## config.mk

```make
export PLATFORM = sky130hd
export DESIGN_NAME = lut_loader
export DESIGN_NICKNAME = d
export VERILOG_FILES = /design/src/rtl/lut_loader.sv
export SDC_FILE = /design/constraint.sdc
export NUM_CORES = 1
export LEC_CHECK = 0
export ABC_AREA = 0
export CORE_ASPECT_RATIO = 0.7
export CORE_MARGIN = 2
export CORE_UTILIZATION = 46
export DETAILED_ROUTE_END_ITERATION = 16
export PLACE_DENSITY_LB_ADDON = 0.08
export SYNTH_ARGS = -nofsm -noshare
export SYNTH_HDL_FRONTEND = slang
export SYNTH_SLANG_ARGS = --single-unit
```

## constraint.sdc

```tcl
create_clock -name i_clk -period 5.5 [get_ports i_clk]
set_input_delay 1.65 -clock i_clk [delete_from_list [all_inputs] [get_ports i_clk]]
set_output_delay 1.65 -clock i_clk [all_outputs]
set_load 0.1 [all_outputs]
```

## src/rtl/lut_loader.sv

```systemverilog
// Branch-target LUT loader: streams 2**A entries, writes each as high part then low byte, reads back and flags the first mismatch.
// Four cycles per entry (accept, WR_HI, WR_LO, CHECK); stalls in WAIT_ENT with Entry_ready high while Entry_valid is low.
module lut_loader #(
  parameter int W = 10,
  parameter int A = 4
) (
  input  logic         i_clk,
  input  logic         i_rst_n,
  input  logic         i_start,
  input  logic         i_abort,
  input  logic         i_entry_valid,
  input  logic [W-1:0] i_entry,
  output logic         o_entry_ready,
  output logic         o_write_en,
  output logic         o_load_hi,
  output logic [A-1:0] o_imm,
  output logic [7:0]   o_acc,
  input  logic [W-1:0] i_target,
  output logic         o_busy,
  output logic         o_done,
  output logic         o_err,
  output logic [A-1:0] o_err_idx
);

  typedef enum logic [2:0] {
    S_IDLE,
    S_WAIT_ENT,
    S_WR_HI,
    S_WR_LO,
    S_CHECK,
    S_FIN
  } state_t;

  state_t       r_state;
  state_t       w_next;
  logic [A-1:0] r_idx;
  logic [W-1:0] r_hold;
  logic         r_err;
  logic [A-1:0] r_err_idx;
  logic         w_accept;
  logic         w_last;
  logic         w_mismatch;
  logic [7:0]   w_hi_byte;

  assign w_accept   = (r_state == S_WAIT_ENT) && i_entry_valid && !i_abort;
  assign w_last     = (r_idx == {A{1'b1}});
  assign w_mismatch = (i_target != r_hold);

  always_comb begin
    w_hi_byte = '0;
    w_hi_byte[W-9:0] = r_hold[W-1:8];
  end

  always_ff @(posedge i_clk or negedge i_rst_n) begin
    if (!i_rst_n) begin
      r_state <= S_IDLE;
    end else begin
      r_state <= w_next;
    end
  end

  always_comb begin
    w_next        = r_state;
    o_entry_ready = 1'b0;
    o_write_en    = 1'b0;
    o_load_hi     = 1'b0;
    o_imm         = '0;
    o_acc         = '0;
    o_done        = 1'b0;
    case (r_state)
      S_IDLE: begin
        if (i_start) w_next = S_WAIT_ENT;
      end
      S_WAIT_ENT: begin
        o_entry_ready = 1'b1;
        if (i_entry_valid) w_next = S_WR_HI;
      end
      S_WR_HI: begin
        o_write_en = 1'b1;
        o_load_hi  = 1'b1;
        o_imm      = r_idx;
        o_acc      = w_hi_byte;
        w_next     = S_WR_LO;
      end
      S_WR_LO: begin
        o_write_en = 1'b1;
        o_imm      = r_idx;
        o_acc      = r_hold[7:0];
        w_next     = S_CHECK;
      end
      S_CHECK: begin
        o_imm  = r_idx;
        w_next = w_last ? S_FIN : S_WAIT_ENT;
      end
      S_FIN: begin
        o_done = 1'b1;
        w_next = S_IDLE;
      end
      default: w_next = S_IDLE;
    endcase
    // Abort overrides every transition; in IDLE it is a no-op so Start still wins there.
    if (i_abort && (r_state != S_IDLE)) w_next = S_IDLE;
  end

  always_ff @(posedge i_clk or negedge i_rst_n) begin
    if (!i_rst_n) begin
      r_idx     <= '0;
      r_hold    <= '0;
      r_err     <= 1'b0;
      r_err_idx <= '0;
    end else begin
      if ((r_state == S_IDLE) && i_start) begin
        r_idx     <= '0;
        r_err     <= 1'b0;
        r_err_idx <= '0;
      end
      if (w_accept) r_hold <= i_entry;
      if ((r_state == S_CHECK) && !i_abort) begin
        if (w_mismatch && !r_err) begin
          r_err     <= 1'b1;
          r_err_idx <= r_idx;
        end
        if (!w_last) r_idx <= r_idx + A'(1);
      end
    end
  end

  assign o_busy    = (r_state != S_IDLE);
  assign o_err     = r_err;
  assign o_err_idx = r_err_idx;

endmodule

```

==> flow_metrics.tcl <==
set metrics [dict create \
    relSlewSlack_pct 33.63 \
    drt_pass1_iterations 4 \
    min-delay-start "o_err_idx[3]" \
    drt_wl_total_um 3130 \
    clockBufferDepth 2 \
    finalSetupViolations 0 \
    htree_levels 1 \
    synth_area_leaders "dfrtp_1, mux2_2, xor2_1, mux2i_1, and3_1" \
    layout.cells.non_filler 198 \
    antennaDiodeCount 0 \
    numCtsBuffers 3 \
    syn_avg_cell_area_um2 10.35 \
    setup-tns-final_ns 0 \
    seqCellArea_um2 550.5 \
    die_y_um 46.93 \
    synth_area_um2 1211 \
    path_clk_slew_ns 0.08 \
    worst_pin_slew_ns 0.9924 \
    synth_ff_type "dfrtp_1" \
    synth_cell_types 32 \
    clkPwrFrac_pct 15.3 \
    synth_edf_count 0 \
    pwr_density_cell_nw_per_um2 430.2 \
    ys_seq_area_share_pct 45.45 \
    reg2reg_from "r_state[0]" \
    ir_drop_v 0.0002414 \
    crit_fanout 9 \
    hold_violations 0 \
    numPortBuffers 46 \
    hold-path-endpoint "o_err_idx[3]" \
    p_leak_nw 0.7438 \
    synth_seq_cells 22 \
    syn2layout_area_growth_pct 44.42 \
    worstPathRequired_ns 3.85 \
    grt_pass1_vias 1022 \
    async_flop_share_pct 100.0 \
    ys_top_cells_by_count "dfrtp_1, mux2_2, xor2_1, nor2_1" \
    drtIter0Drc 68 \
    finalCritPeriodShare_pct 77.30 \
    pwr-share-comb_pct 49.1 \
    holdWs_ns 0.5313 \
    ff2ff_setup_slack_ns 3.41 \
    worstPathArrival_ns 2.60 \
    gr-usage-all-layers_pct 22.80 \
    grt_pass1_wl_um 4981 \
    hp-class "register to register" \
    hold_buffers 0 \
    io_pins 47 \
    cts_setup_buffers 0 \
    r2r_cells 3 \
    fmax_mhz 235.2 \
    synthCells 117 \
    pwr-share-seq_pct 35.6 \
    timing.rr.end "o_err_idx[0]" \
    yosys.area.top_type_share_pct 45.45 \
    vias_per_cell 5.172 \
    synth.most_common_cell "dfrtp_1" \
    core_um2 2477 \
    path_class "register to output port" \
    p_int_mw 0.3983 \
    ys_warn_count 0 \
    grt_max_degree 23 \
    synth_fp_nets 143 \
    swShare_pct 47.06 \
    cts_tree "done" \
    die-area_um2 3066 \
    status "complete, no violations" \
    cts_sinks 22 \
    drive_above_1_share_pct 10.37 \
    ant_nets 0 \
    slew_violations 0 \
    grt_overflow 0 \
    route.detailed.drc 0 \
    rsz0062_at_grt "no" \
    start_util_pct 48.89 \
    finalClockSkew_ns 0.003975 \
    clock_latency_ns 0.26 \
    finish.net_count 191 \
    num-fill-cells 201 \
    start_kind "register" \
    period_needed_ns 4.251 \
    switchingPower_mw 0.3542 \
    die_w_um 65.33 \
    dp_cells 194 \
    fp-row-count 15 \
    hold-path-cell-count 2 \
    totalPowerFinal_mw 0.7525 \
    cts-resized-gates 0 \
    place.gp.congestion 0.7690 \
    wl_per_cell_um 15.81 \
    multi_input_area_um2 614.3 \
    crit_path_end_kind "output port" \
    grt_antenna_before_repair 0 \
    maxCapViolCount 0 \
    clockRootBuffer "clkbuf_8" \
    synth_top_area_cell "dfrtp_1" \
    dpl.hpwl_um 2413 \
    via_count 1024 \
]
-- per-stage QoR --
stage	worst slack [ns]	util, %	instance area [um^2]
after floorplan	0.9647	-	1211
after global routing	1.058	70.61	1749
final	1.249	70.61	1749
after detailed placement	1.548	68.38	1694
after CTS	1.256	70.61	1749
after global placement	1.662	68.38	1694
-- critical path, stage by stage (launching register included) --
cell	delay [ns]
dfrtp_1	0.45
inv_1	0.14
nand2_1	0.12
inv_1	0.23
a21oi_1	0.13
nor2b_1	0.13
clkdlybuf4s50_1	1.14
-- power groups by stage --
stage	clock, mW	combinational (mW)	sequential, mW
4_1_cts	0.119	0.371	0.267
6_report	0.115	0.369	0.268
2_1_floorplan	0	0.295	0.251
5_1_grt	0.127	0.390	0.277
3_3_place_gp	0	0.362	0.265
3_5_place_dp	0	0.369	0.270
-- worst max-delay path by stage --
stage	start	to	slack, ns	depth (start not counted)
floorplan	r_state[0]	o_done	0.96	3
global placement	r_state[2]	o_imm[2]	1.66	6
detailed placement	r_state[2]	o_imm[0]	1.55	6
CTS	r_state[0]	o_imm[0]	1.26	4
global route	r_state[2]	o_imm[0]	1.06	6
finish	r_state[2]	o_imm[2]	1.25	6
-- placed cells by master (no fill, tap or decap), drive strengths merged --
cell type | Yosys | routed
and3 | 7 | 7
o21ai | 6 | 6
inv | 7 | 7
nand2b | 2 | 2
or4b | 1 | 1
nor4 | 2 | 2
nor2b | 2 | 2
nor3b | 2 | 2
clkdlybuf4s50 | 0 | 46
a32oi | 1 | 1
a311oi | 1 | 1
o22ai | 2 | 2
nand2 | 7 | 7
dfrtp | 22 | 22
a21o | 2 | 2
mux2i | 6 | 6
nand3 | 3 | 3
a21oi | 4 | 4
ha | 1 | 1
clkbuf | 1 | 4
nand3b | 1 | 1
mux2 | 10 | 10
xnor2 | 1 | 1
nor2 | 10 | 10
nand4 | 1 | 1
xor2 | 10 | 10
or2 | 3 | 3
-- sequential cells by signal, summed over array words and instances, names as in the netlist --
name / cells
o_err_idx: 4
r_state: 3
r_hold: 10
r_idx: 4
o_err: 1
-- logic make-up after synthesis --
logic type	Yosys count	synth area share (%)
simple gates	41	18.18
flops	22	45.45
compound gates	16	9.297
mux	16	14.26
xor+xnor	11	7.954
buf+inv	10	3.822
fa+ha+maj	1	1.033
-- final cells by class --
cell class	instances	share of cell area, %
well taps	34	2.432
multi-input cells	85	35.12
inverters	7	1.502
flip-flops and latches	22	31.47
clock buffers	4	3.147
repair buffers	46	26.32
-- metal layers --
metal	wire, um	part of all wire (%)	track usage, %
met1	1449	46	30.78
met2	1493	48	37.76
met3	153	4.9	6.475
met4	33	1.1	4.583
met5	0	0	0
Power figures use the tool's default switching activity.
